--- config.mk ---
export PLATFORM = sky130hd
export DESIGN_NAME = pcm_out_writer_flat
export DESIGN_NICKNAME = d
export VERILOG_FILES = /design/src/rtl/pcm_out_writer_if.sv /design/src/rtl/pcm_out_writer.sv /design/src/flat_wrapper.sv
export SDC_FILE = /design/constraint.sdc
export NUM_CORES = 1
export LEC_CHECK = 0
export BUFFER_PORTS_ARGS = -buffer_cell sky130_fd_sc_hd__buf_2
export CORE_UTILIZATION = 50
export CTS_CLUSTER_DIAMETER = 200
export DETAILED_ROUTE_END_ITERATION = 10
export PLACE_DENSITY = 0.76
export SYNTH_ARGS = -nofsm -noshare
export SYNTH_HDL_FRONTEND = slang
export SYNTH_SLANG_ARGS = --single-unit
--- constraint.sdc ---
create_clock -name clk -period 6.25 [get_ports clk]
set_clock_uncertainty 0.2 [all_clocks]
set_input_delay 1.25 -clock clk [delete_from_list [all_inputs] [get_ports clk]]
set_output_delay 1.25 -clock clk [all_outputs]
set_load 0.01 [all_outputs]
--- src/rtl/pcm_out_writer_if.sv ---
// Sample-pair stream from the synthesis filterbank into the PCM output writer.
interface pcm_out_writer_if #(
  parameter int DATA_W = 16
);
  logic              in_valid;
  logic              in_ready;
  logic [DATA_W-1:0] in_ch0;
  logic [DATA_W-1:0] in_ch1;

  modport master (output in_valid, output in_ch0, output in_ch1, input in_ready);
  modport slave  (input in_valid, input in_ch0, input in_ch1, output in_ready);
endinterface

--- src/rtl/pcm_out_writer.sv ---
// Producer side of the stereo PCM circular output buffer: writes L/R pairs, tracks fill against the
// consumer read address, gates playback start and resynchronises after consumer underruns.
module pcm_out_writer #(
  parameter int ADDR_W      = 10,
  parameter int DATA_W      = 16,
  parameter int WR_START    = 448,
  parameter int PRIME_LEVEL = 576
) (
  input  logic              clk,
  input  logic              rst_n,
  pcm_out_writer_if.slave   pcm,
  input  logic              flush,
  input  logic [ADDR_W-1:0] rd_addr,
  output logic              wr_en,
  output logic [ADDR_W-1:0] wr_addr,
  output logic [DATA_W-1:0] wr_d_ch0,
  output logic [DATA_W-1:0] wr_d_ch1,
  output logic [ADDR_W-1:0] fill,
  output logic              buf_full,
  output logic              buf_empty,
  output logic              primed,
  output logic [7:0]        underrun_cnt
);

  localparam logic [ADDR_W-1:0] WR_START_V    = ADDR_W'(WR_START);
  localparam logic [ADDR_W-1:0] PRIME_LEVEL_V = ADDR_W'(PRIME_LEVEL);

  typedef enum logic [1:0] {IDLE, PRIME, RUN} state_t;

  state_t            state;
  logic [ADDR_W-1:0] wr_ptr;
  logic [ADDR_W-1:0] rd_prev;
  logic [ADDR_W-1:0] fill_prev;
  logic              ready;
  logic              accept;
  logic              adv;
  logic              underrun;

  // One slot stays unused so that a full buffer never aliases an empty one.
  always_comb begin
    fill      = wr_ptr - rd_addr;
    buf_full  = (fill == '1);
    buf_empty = (fill == '0);
    ready     = !buf_full && !flush;
    accept    = pcm.in_valid && ready;
    adv       = (rd_addr != rd_prev);
    underrun  = (state == RUN) && adv && (fill_prev == '0) && !flush;
  end

  assign pcm.in_ready = ready;

  always_ff @(posedge clk) begin
    if (!rst_n) begin
      state        <= IDLE;
      wr_ptr       <= WR_START_V;
      rd_prev      <= rd_addr;
      fill_prev    <= '0;
      wr_en        <= 1'b0;
      wr_addr      <= '0;
      wr_d_ch0     <= '0;
      wr_d_ch1     <= '0;
      primed       <= 1'b0;
      underrun_cnt <= 8'd0;
    end else begin
      rd_prev   <= rd_addr;
      fill_prev <= fill;
      wr_en     <= accept;
      // A pair accepted alongside an underrun lands at the resynchronised read position.
      if (accept) begin
        wr_addr  <= underrun ? rd_addr : wr_ptr;
        wr_d_ch0 <= pcm.in_ch0;
        wr_d_ch1 <= pcm.in_ch1;
      end
      if (flush) begin
        wr_ptr <= rd_addr;
        state  <= IDLE;
        primed <= 1'b0;
      end else if (underrun) begin
        wr_ptr <= rd_addr + ADDR_W'(accept);
        state  <= PRIME;
        primed <= 1'b0;
        if (underrun_cnt != 8'hFF) underrun_cnt <= underrun_cnt + 8'd1;
      end else begin
        if (accept) wr_ptr <= wr_ptr + ADDR_W'(1);
        case (state)
          IDLE: if (accept) state <= PRIME;
          PRIME: begin
            if (fill >= PRIME_LEVEL_V) begin
              state  <= RUN;
              primed <= 1'b1;
            end
          end
          RUN:     ;
          default: state <= IDLE;
        endcase
      end
    end
  end

endmodule

--- src/flat_wrapper.sv ---
// flat-port wrapper written by rule: the top's interface ports become plain ports
module pcm_out_writer_flat 
#(
  parameter int ADDR_W      = 10,
  parameter int DATA_W      = 16,
  parameter int WR_START    = 448,
  parameter int PRIME_LEVEL = 576
)
  (clk, rst_n, flush, rd_addr, wr_en, wr_addr, wr_d_ch0, wr_d_ch1, fill, buf_full, buf_empty, primed, underrun_cnt, pcm_in_valid, pcm_in_ch0, pcm_in_ch1, pcm_in_ready);
  pcm_out_writer_if #(.DATA_W(DATA_W)) pcm_i ();
  input  logic clk;
  input  logic rst_n;
  input  logic flush;
  input  logic [ADDR_W-1:0] rd_addr;
  output logic wr_en;
  output logic [ADDR_W-1:0] wr_addr;
  output logic [DATA_W-1:0] wr_d_ch0;
  output logic [DATA_W-1:0] wr_d_ch1;
  output logic [ADDR_W-1:0] fill;
  output logic buf_full;
  output logic buf_empty;
  output logic primed;
  output logic [7:0] underrun_cnt;
  input wire logic [$bits(pcm_i.in_valid)-1:0] pcm_in_valid;
  input wire logic [$bits(pcm_i.in_ch0)-1:0] pcm_in_ch0;
  input wire logic [$bits(pcm_i.in_ch1)-1:0] pcm_in_ch1;
  output wire logic [$bits(pcm_i.in_ready)-1:0] pcm_in_ready;
  assign pcm_i.in_valid = pcm_in_valid;
  assign pcm_i.in_ch0 = pcm_in_ch0;
  assign pcm_i.in_ch1 = pcm_in_ch1;
  assign pcm_in_ready = pcm_i.in_ready;
  pcm_out_writer #(.ADDR_W(ADDR_W), .DATA_W(DATA_W), .WR_START(WR_START), .PRIME_LEVEL(PRIME_LEVEL)) u_core (.clk(clk), .rst_n(rst_n), .pcm(pcm_i), .flush(flush), .rd_addr(rd_addr), .wr_en(wr_en), .wr_addr(wr_addr), .wr_d_ch0(wr_d_ch0), .wr_d_ch1(wr_d_ch1), .fill(fill), .buf_full(buf_full), .buf_empty(buf_empty), .primed(primed), .underrun_cnt(underrun_cnt));
endmodule
==> results.py, run 1 <==
metrics = {
    "run_status": {
        "status": "completed",
    },
    "power": {
        "p_comb_frac": 0.203,
        "p_sw_w": 0.0003788,
        "irDropWorstVdd_uv": 121.9,
        "seq_power_share": 0.475,
        "cellInternalPower_w": 0.0008640,
        "power_frac_clock": 0.321,
        "power.density_cell_area_nw_per_um2": 245.5,
        "cellLeakagePower_nw": 2.295,
        "switching_fraction": 0.3048,
    },
    "worst_hold_path": {
        "class_of_the_most_critical_hold_timing_path": "reg -> reg",
        "holdCritStartpoint": "u_core.wr_d_ch0[8]",
        "hold_depth": 2,
        "hold_path_end": "u_core.wr_d_ch0[8]",
    },
    "floorplanning": {
        "io-pin-count": 111,
        "initial_core_util": 0.5218,
        "die_h_um": 94.84,
        "floorplan.die.width_um": 94.84,
        "rows": 33,
        "core_area_um2": 8258,
        "floorplan.die_area_um2": 8994,
    },
    "final_layout": {
        "finalInstanceArea_um2": 5062,
        "layout-area-overhead-vs-synth_pct": 17.48,
        "drive_gt1_frac": 0.2628,
        "antenna_cells": 0,
        "nets": 641,
    },
    "clocking": {
        "clock-sinks": 84,
        "cts_root_buffer": "sky130_fd_sc_hd__clkbuf_8",
        "cts_max_level": 3,
        "clk_path_buf_depth": 2,
        "cts_setup_buffers": 0,
        "clock_transition_at_the_registers_of_the_reported_paths_ns": 0.09,
        "cts_buffers": 9,
        "postCtsResizedCells": 0,
        "cts_hold_repair.buffers": 0,
        "tritoncts": "done",
        "worstSkewPairLatency_ns": 0.36,
    },
    "sta": {
        "hold_viol_final": 0,
        "total_count_of_max_transition_violations_in_the_final_report": 0,
        "finalCriticalPeriod_ns": 5.094,
        "slew_headroom": 0.3526,
        "rsz0062_at_grt": "no",
        "maxClockFrequency_mhz": 196.3,
        "final_min_period_over_clock_period": 0.8151,
        "fin_tns_setup_ns": 0,
        "finalSetupViolCount": 0,
        "worst_slew_pin_tran_ns": 0.9700,
    },
    "synthesis": {
        "synth.yosys.warnings": 0,
        "ys_seq_elements": 84,
        "async_reset_ff_frac": 0,
        "synth_sequential_area_ratio": 0.3902,
        "synthesis.area_um2": 4309,
        "synth_area_leader_cell": "sky130_fd_sc_hd__dfxtp_1",
        "synth_enable_flop_cells": 0,
        "synth.most_common_cell": "sky130_fd_sc_hd__dfxtp_1",
        "proportion_of_netlist_area_held_by_the_largest_area_contributor": 0.3902,
        "netlist_top_cells_count": "sky130_fd_sc_hd__dfxtp_1 (84), sky130_fd_sc_hd__nand2_1 (81), sky130_fd_sc_hd__mux2i_1 (46)",
        "ys_dominant_reg_cell": "sky130_fd_sc_hd__dfxtp_1",
        "synth.area.top_cells": "sky130_fd_sc_hd__dfxtp_1 (39%), sky130_fd_sc_hd__mux2i_1 (11%), sky130_fd_sc_hd__nand2_1 (7.1%)",
        "syn_inst": 487,
        "syn_area_per_cell_um2": 8.848,
        "synth_cell_types": 54,
        "postSynthNetCount": 547,
    },
    "flow_run": {
        "drv.max_cap_violation_count": 0,
    },
    "routing": {
        "first_pass_iters": 4,
        "ant_nets": 0,
        "avgViaCountPerCell": 5.472,
        "num_vias": 3781,
        "drt-initial-drc-count": 186,
        "detail_route.drc_violations": 0,
        "drt_wl_total_um": 10230,
        "routed_wire_length_per_instance_um": 14.80,
    },
    "placed_design": {
        "detailed_place.area_um2": 4863,
        "place.gp.congestion": 0.9527,
        "place_hpwl_um": 7244,
        "placement.io_buffers": 110,
    },
    "setup_path": {
        "regToRegSetupSlack_ns": 1.87,
        "start_kind": "input pin",
        "worst_ep_required_time_ns": 4.80,
        "timing.rr.end": "u_core.wr_ptr[8]",
        "startpoint": "rd_addr[0]",
        "setup.worst_path.end_class": "output port",
        "cp.arrival_ns": 3.64,
        "critPathMaxFanout": 6,
        "criticalPathCategory": "in -> out",
        "cells_on_worst_reg2reg_path": 20,
        "worstReg2RegStart": "u_core.wr_ptr[0]",
    },
    "grt": {
        "grt_first_pass_wirelength_um": 16560,
        "number_of_antenna_violations_at_the_first_check_in_global_routing": 0,
        "track_usage": 0.2361,
        "grt_max_degree": 88,
        "grt.met2_usage": 0.3915,
        "vias_in_the_first_global_route": 3655,
        "gr-max-usage-layer": "met2",
        "global_route.usage.met3": 0.07568,
        "globalRouteOverflowTotal": 0,
        "groute.layer.met1.usage": 0.2781,
    },
}
## through the flow
stage               hold WS (ns)  std cells  total power [W]    util  setup WS, ns
global route              0.2813        691         0.001308  0.6130        0.9936
global placement          0.2387        675        0.0008466  0.5889         1.200
CTS                       0.2635        691         0.001253  0.6130         1.157
detailed placement        0.2447        675        0.0008539  0.5889         1.075
finish                    0.2593        691         0.001243  0.6130         1.156
floorplan                 0.2790        487        0.0007731       -         1.208
## logic make-up after synthesis
| kind of cell | synth area share |
|---|---|
| compound gates | 0.1394 |
| xor+xnor | 0.07056 |
| fa+ha+maj | 0.04239 |
| buf+inv | 0.05574 |
| flops | 0.3902 |
| mux | 0.1069 |
| simple gates | 0.1948 |
## layer usage
metal	routed length [um]	vias up	part of all wire
li1	-	1869	-
met1	4517	1753	0.44
met2	4634	142	0.45
met3	873	17	0.085
met4	204	0	0.020
met5	0	-	0
## flip-flops by register name, summed over array words and instances, names as in the netlist
register,cells
u_core.wr_d_ch1,16
u_core.wr_d_ch0,16
u_core.state,2
u_core.fill_prev,10
u_core.primed,1
u_core.wr_ptr,10
u_core.underrun_cnt,8
u_core.rd_prev,10
u_core.wr_en,1
u_core.wr_addr,10
## placed cells by master, fill, tap and decap left out, types with 3 or more instances in the layout
cell	synthesis	final
sky130_fd_sc_hd__a21oi_1	27	27
sky130_fd_sc_hd__inv_1	20	20
sky130_fd_sc_hd__and3_1	8	8
sky130_fd_sc_hd__nor2_1	38	38
sky130_fd_sc_hd__nand3_1	12	12
sky130_fd_sc_hd__nor4_1	5	5
sky130_fd_sc_hd__o22ai_1	3	3
sky130_fd_sc_hd__o21a_1	5	5
sky130_fd_sc_hd__nand2_1	81	81
sky130_fd_sc_hd__a211oi_2	10	10
sky130_fd_sc_hd__o21ai_1	6	6
sky130_fd_sc_hd__nor3_1	10	10
sky130_fd_sc_hd__dfxtp_1	84	84
sky130_fd_sc_hd__clkbuf_8	0	9
sky130_fd_sc_hd__ha_1	13	13
sky130_fd_sc_hd__buf_4	2	4
sky130_fd_sc_hd__buf_2	3	110
sky130_fd_sc_hd__and2_1	8	7
sky130_fd_sc_hd__xor2_1	17	17
sky130_fd_sc_hd__nand4_1	4	4
sky130_fd_sc_hd__o221ai_1	5	5
sky130_fd_sc_hd__mux2i_1	46	46
sky130_fd_sc_hd__and4_1	3	3
sky130_fd_sc_hd__a31oi_1	4	3
sky130_fd_sc_hd__xnor2_1	9	9
## final cells by class
class / count / area [um2]
multi-input combinational: 352 / 2395
timing repair buffer: 114 / 580.6
clock inverter: 6 / 71.32
tap: 105 / 131.4
inverter: 20 / 75.07
clock buffer: 10 / 127.6
fill: 755 / 3196
sequential: 84 / 1682
## power by group through the flow
stage / Combinational, W / Sequential, W / Clock, W
after floorplan: 0.000168 / 0.000605 / 0
after global placement: 0.000245 / 0.000601 / 0
after detailed placement: 0.000252 / 0.000602 / 0
after CTS: 0.000253 / 0.000591 / 0.000409
after global routing: 0.000278 / 0.000595 / 0.000434
final: 0.000252 / 0.000591 / 0.000400
## critical path, stage by stage
cell and delay, ns:
sky130_fd_sc_hd__buf_2 0.14, sky130_fd_sc_hd__ha_1 0.23, sky130_fd_sc_hd__fa_1 0.44, sky130_fd_sc_hd__xor2_1 0.27
sky130_fd_sc_hd__inv_1 0.08, sky130_fd_sc_hd__or4_1 0.48, sky130_fd_sc_hd__or4_1 0.40, sky130_fd_sc_hd__nor4_1 0.18
sky130_fd_sc_hd__buf_2 0.18
## worst max-delay path by stage
| stage | end | slack, ns | cells past startpoint |
|---|---|---|---|
| floorplan | u_core.wr_ptr[8] | 1.21 | 22 |
| global placement | buf_empty | 1.20 | 9 |
| detailed placement | u_core.wr_ptr[8] | 1.08 | 20 |
| CTS | buf_empty | 1.16 | 9 |
| global route | buf_empty | 0.99 | 11 |
| finish | buf_empty | 1.16 | 9 |
No activity file was read; power rests on OpenSTA's default activity.
==> inputs of run 2 (changes only) <==
- ABC_AREA: default -> 1
- clock period: 6.25 -> 5.14 ns (I/O delays scaled with it)
==> results.py, run 2 <==
metrics = {
    "synthesis": {
        "ys_dominant_reg_cell": "sky130_fd_sc_hd__dfxtp_1",
        "synth.yosys.warnings": 0,
        "async_reset_ff_frac": 0,
        "synthesis.area_um2": 4399,
        "ys_seq_elements": 84,
        "postSynthNetCount": 691,
        "synth.area.top_cells": "sky130_fd_sc_hd__dfxtp_1 (38%), sky130_fd_sc_hd__nand2_1 (17%), sky130_fd_sc_hd__a21oi_1 (5.6%)",
        "synth_enable_flop_cells": 0,
        "syn_area_per_cell_um2": 6.972,
        "synth_sequential_area_ratio": 0.3823,
        "syn_inst": 631,
        "synth_cell_types": 36,
        "synth_area_leader_cell": "sky130_fd_sc_hd__dfxtp_1",
        "netlist_top_cells_count": "sky130_fd_sc_hd__nand2_1 (195), sky130_fd_sc_hd__dfxtp_1 (84), sky130_fd_sc_hd__inv_1 (65)",
        "synth.most_common_cell": "sky130_fd_sc_hd__nand2_1",
        "proportion_of_netlist_area_held_by_the_largest_area_contributor": 0.3823,
    },
    "placed_design": {
        "place.gp.congestion": 0.9238,
        "placement.io_buffers": 110,
        "place_hpwl_um": 7836,
        "detailed_place.area_um2": 4960,
        "post-place-ws_ns": 0.6918,
    },
    "sta": {
        "maxClockFrequency_mhz": 237.0,
        "setup_slack_ns": 0.9200,
        "rsz0062_at_grt": "no",
        "finalSetupViolCount": 0,
        "hold_viol_final": 0,
        "finalCriticalPeriod_ns": 4.220,
        "final_min_period_over_clock_period": 0.8210,
        "worst_slew_pin_tran_ns": 1.108,
        "fin_tns_setup_ns": 0,
        "total_count_of_max_transition_violations_in_the_final_report": 0,
        "slew_headroom": 0.2605,
    },
    "grt": {
        "grt.met2_usage": 0.3976,
        "global_route.usage.met3": 0.04502,
        "number_of_antenna_violations_at_the_first_check_in_global_routing": 0,
        "groute.layer.met1.usage": 0.3168,
        "gr-max-usage-layer": "met2",
        "globalRouteOverflowTotal": 0,
        "grt_max_degree": 59,
        "track_usage": 0.2423,
        "vias_in_the_first_global_route": 3800,
        "grt_first_pass_wirelength_um": 17280,
    },
    "setup_path": {
        "cp.arrival_ns": 2.99,
        "worst_ep_required_time_ns": 3.91,
        "crit_path_max_incr_delay_ns": 0.39,
        "setup.worst_path.end_class": "output port",
        "timing.critical_path.slowest_stage_cell": "sky130_fd_sc_hd__fa_1",
        "path_buf_inv": 3,
        "start_kind": "input pin",
        "criticalPathCategory": "in -> out",
        "crit_chain": "buf_2, ha_1, fa_1, inv_1, nand2_1, nand2_1, nand4_1, nand2_1, nand2_1, nand2_1, nand3_1, nor4_1, buf_2",
        "cells_on_worst_reg2reg_path": 26,
        "worstReg2RegStart": "u_core.wr_ptr[0]",
        "worstSetupPathDepth": 13,
        "startpoint": "rd_addr[0]",
        "critPathMaxFanout": 7,
        "worst_path_most_repeated_cell": "sky130_fd_sc_hd__nand2_1",
        "cp_top_family": "simple AND/OR/NAND/NOR gates",
    },
    "power": {
        "cellInternalPower_w": 0.001084,
        "cellLeakagePower_nw": 2.526,
        "p_sw_w": 0.0004819,
        "irDropWorstVdd_uv": 156.0,
        "p_comb_frac": 0.195,
        "power.density_cell_area_nw_per_um2": 301.9,
        "finalPower_w": 0.001565,
        "power_frac_clock": 0.350,
        "switching_fraction": 0.3078,
        "seq_power_share": 0.455,
    },
    "final_layout": {
        "antenna_cells": 0,
        "layout_top_registers": "u_core.wr_d_ch0: 16 flops, u_core.wr_d_ch1: 16 flops",
        "nets": 792,
        "layout.cells.most_common": "sky130_fd_sc_hd__nand2_1",
        "finalInstanceArea_um2": 5186,
        "layout-area-overhead-vs-synth_pct": 17.89,
        "layout.filler_cells": 807,
        "drive_gt1_frac": 0.2320,
        "most-common-layout-cells": "sky130_fd_sc_hd__nand2_1 (195), sky130_fd_sc_hd__buf_2 (110), sky130_fd_sc_hd__dfxtp_1 (84), sky130_fd_sc_hd__inv_1 (64), sky130_fd_sc_hd__nor2_1 (51)",
    },
    "routing": {
        "num_vias": 4329,
        "ant_nets": 0,
        "routed_wire_length_per_instance_um": 12.86,
        "first_pass_iters": 5,
        "avgViaCountPerCell": 5.141,
        "drt-initial-drc-count": 233,
        "drt_wl_total_um": 10830,
        "detail_route.drc_violations": 0,
    },
    "floorplanning": {
        "io-pin-count": 111,
        "rows": 33,
        "initial_core_util": 0.5249,
        "core_area_um2": 8382,
        "die_h_um": 95.80,
        "floorplan.die_area_um2": 9178,
        "floorplan.die.width_um": 95.80,
    },
    "clocking": {
        "clk_path_buf_depth": 2,
        "cts_root_buffer": "sky130_fd_sc_hd__clkbuf_8",
        "cts_buffers": 9,
        "clock_transition_at_the_registers_of_the_reported_paths_ns": 0.08,
        "postCtsResizedCells": 0,
        "cts_hold_repair.buffers": 0,
        "clock-sinks": 84,
        "cts_max_level": 3,
        "worstSkewPairLatency_ns": 0.37,
        "tritoncts": "done",
        "cts_setup_buffers": 0,
    },
    "run_status": {
        "status": "completed",
    },
    "worst_hold_path": {
        "class_of_the_most_critical_hold_timing_path": "reg -> reg",
        "hold_depth": 2,
        "holdCritStartpoint": "u_core.primed",
    },
    "flow_run": {
        "drv.max_cap_violation_count": 0,
    },
}
run 2: cell types whose count changed after synthesis, moves of 12 or more:
| cell | change |
|---|---|
| sky130_fd_sc_hd__nand2_1 | +114 |
| sky130_fd_sc_hd__mux2i_1 | -46 |
| sky130_fd_sc_hd__inv_1 | +45 |
| sky130_fd_sc_hd__o21ai_0 | +25 |
| sky130_fd_sc_hd__a21oi_1 | +22 |
| sky130_fd_sc_hd__nand3_1 | +18 |
| sky130_fd_sc_hd__nand2_2 | +17 |
| sky130_fd_sc_hd__nor2_1 | +13 |
| sky130_fd_sc_hd__a21oi_2 | +12 |
run 2: worst paths after layout:
check | endpoint | slack (ns)
worst max-delay path | buf_empty | 0.92
worst min-delay path | u_core.primed | 0.26
worst max register to register | u_core.wr_ptr[8] | 1.33
worst min register to register | u_core.primed | 0.26
run 2: logic make-up (layout without fill, tap and decap cells):
kind of cell | count (synthesis) | count (layout) | share of synthesized area
AO/OA/AOI/OAI | 95 | 95 | 0.1237
XOR/XNOR | 17 | 17 | 0.03385
adder cells (fa/ha/maj) | 14 | 14 | 0.04153
buffers and inverters | 90 | 196 | 0.08902
flip-flops | 84 | 84 | 0.3823
AND/OR/NAND/NOR | 331 | 331 | 0.3296
run 2: worst min-delay path, cell delays in order, from the launching register on:
cell	delay [ns]
sky130_fd_sc_hd__dfxtp_1	0.32
sky130_fd_sc_hd__inv_1	0.05
sky130_fd_sc_hd__a21oi_1	0.05
run 2: layer usage:
metal	vias up	share of wire
met1	1978	0.47
met4	0	0.015
met3	23	0.047
li1	2207	-
met5	-	0
met2	121	0.47
run 2: cell type report:
cell class | instances | area [um2] | share of cell area
clock buffers | 9 | 123.9 | 0.02388
clock inverters | 7 | 102.6 | 0.01978
inverters | 68 | 255.2 | 0.04922
multi-input cells | 457 | 2326 | 0.4485
flip-flops and latches | 84 | 1682 | 0.3242
well taps | 105 | 131.4 | 0.02533
repair buffers | 112 | 565.5 | 0.1090
run 2: power groups by stage:
stage / clock, W / combinational [W] / sequential [W]
final: 0.000547 / 0.000305 / 0.000713
after global routing: 0.000579 / 0.000344 / 0.000718
after CTS: 0.000555 / 0.000304 / 0.000713
after detailed placement: 0 / 0.000302 / 0.000728
after global placement: 0 / 0.000297 / 0.000726
after floorplan: 0 / 0.000202 / 0.000730
run 2: per-stage QoR:
stage / hold slack [ns] / cells / utilization
floorplan: 0.2713 / 631 / -
CTS: 0.2596 / 842 / 0.6187
detailed placement: 0.2470 / 826 / 0.5917
global route: 0.2838 / 842 / 0.6187
finish: 0.2584 / 842 / 0.6187
global placement: 0.2432 / 826 / 0.5917
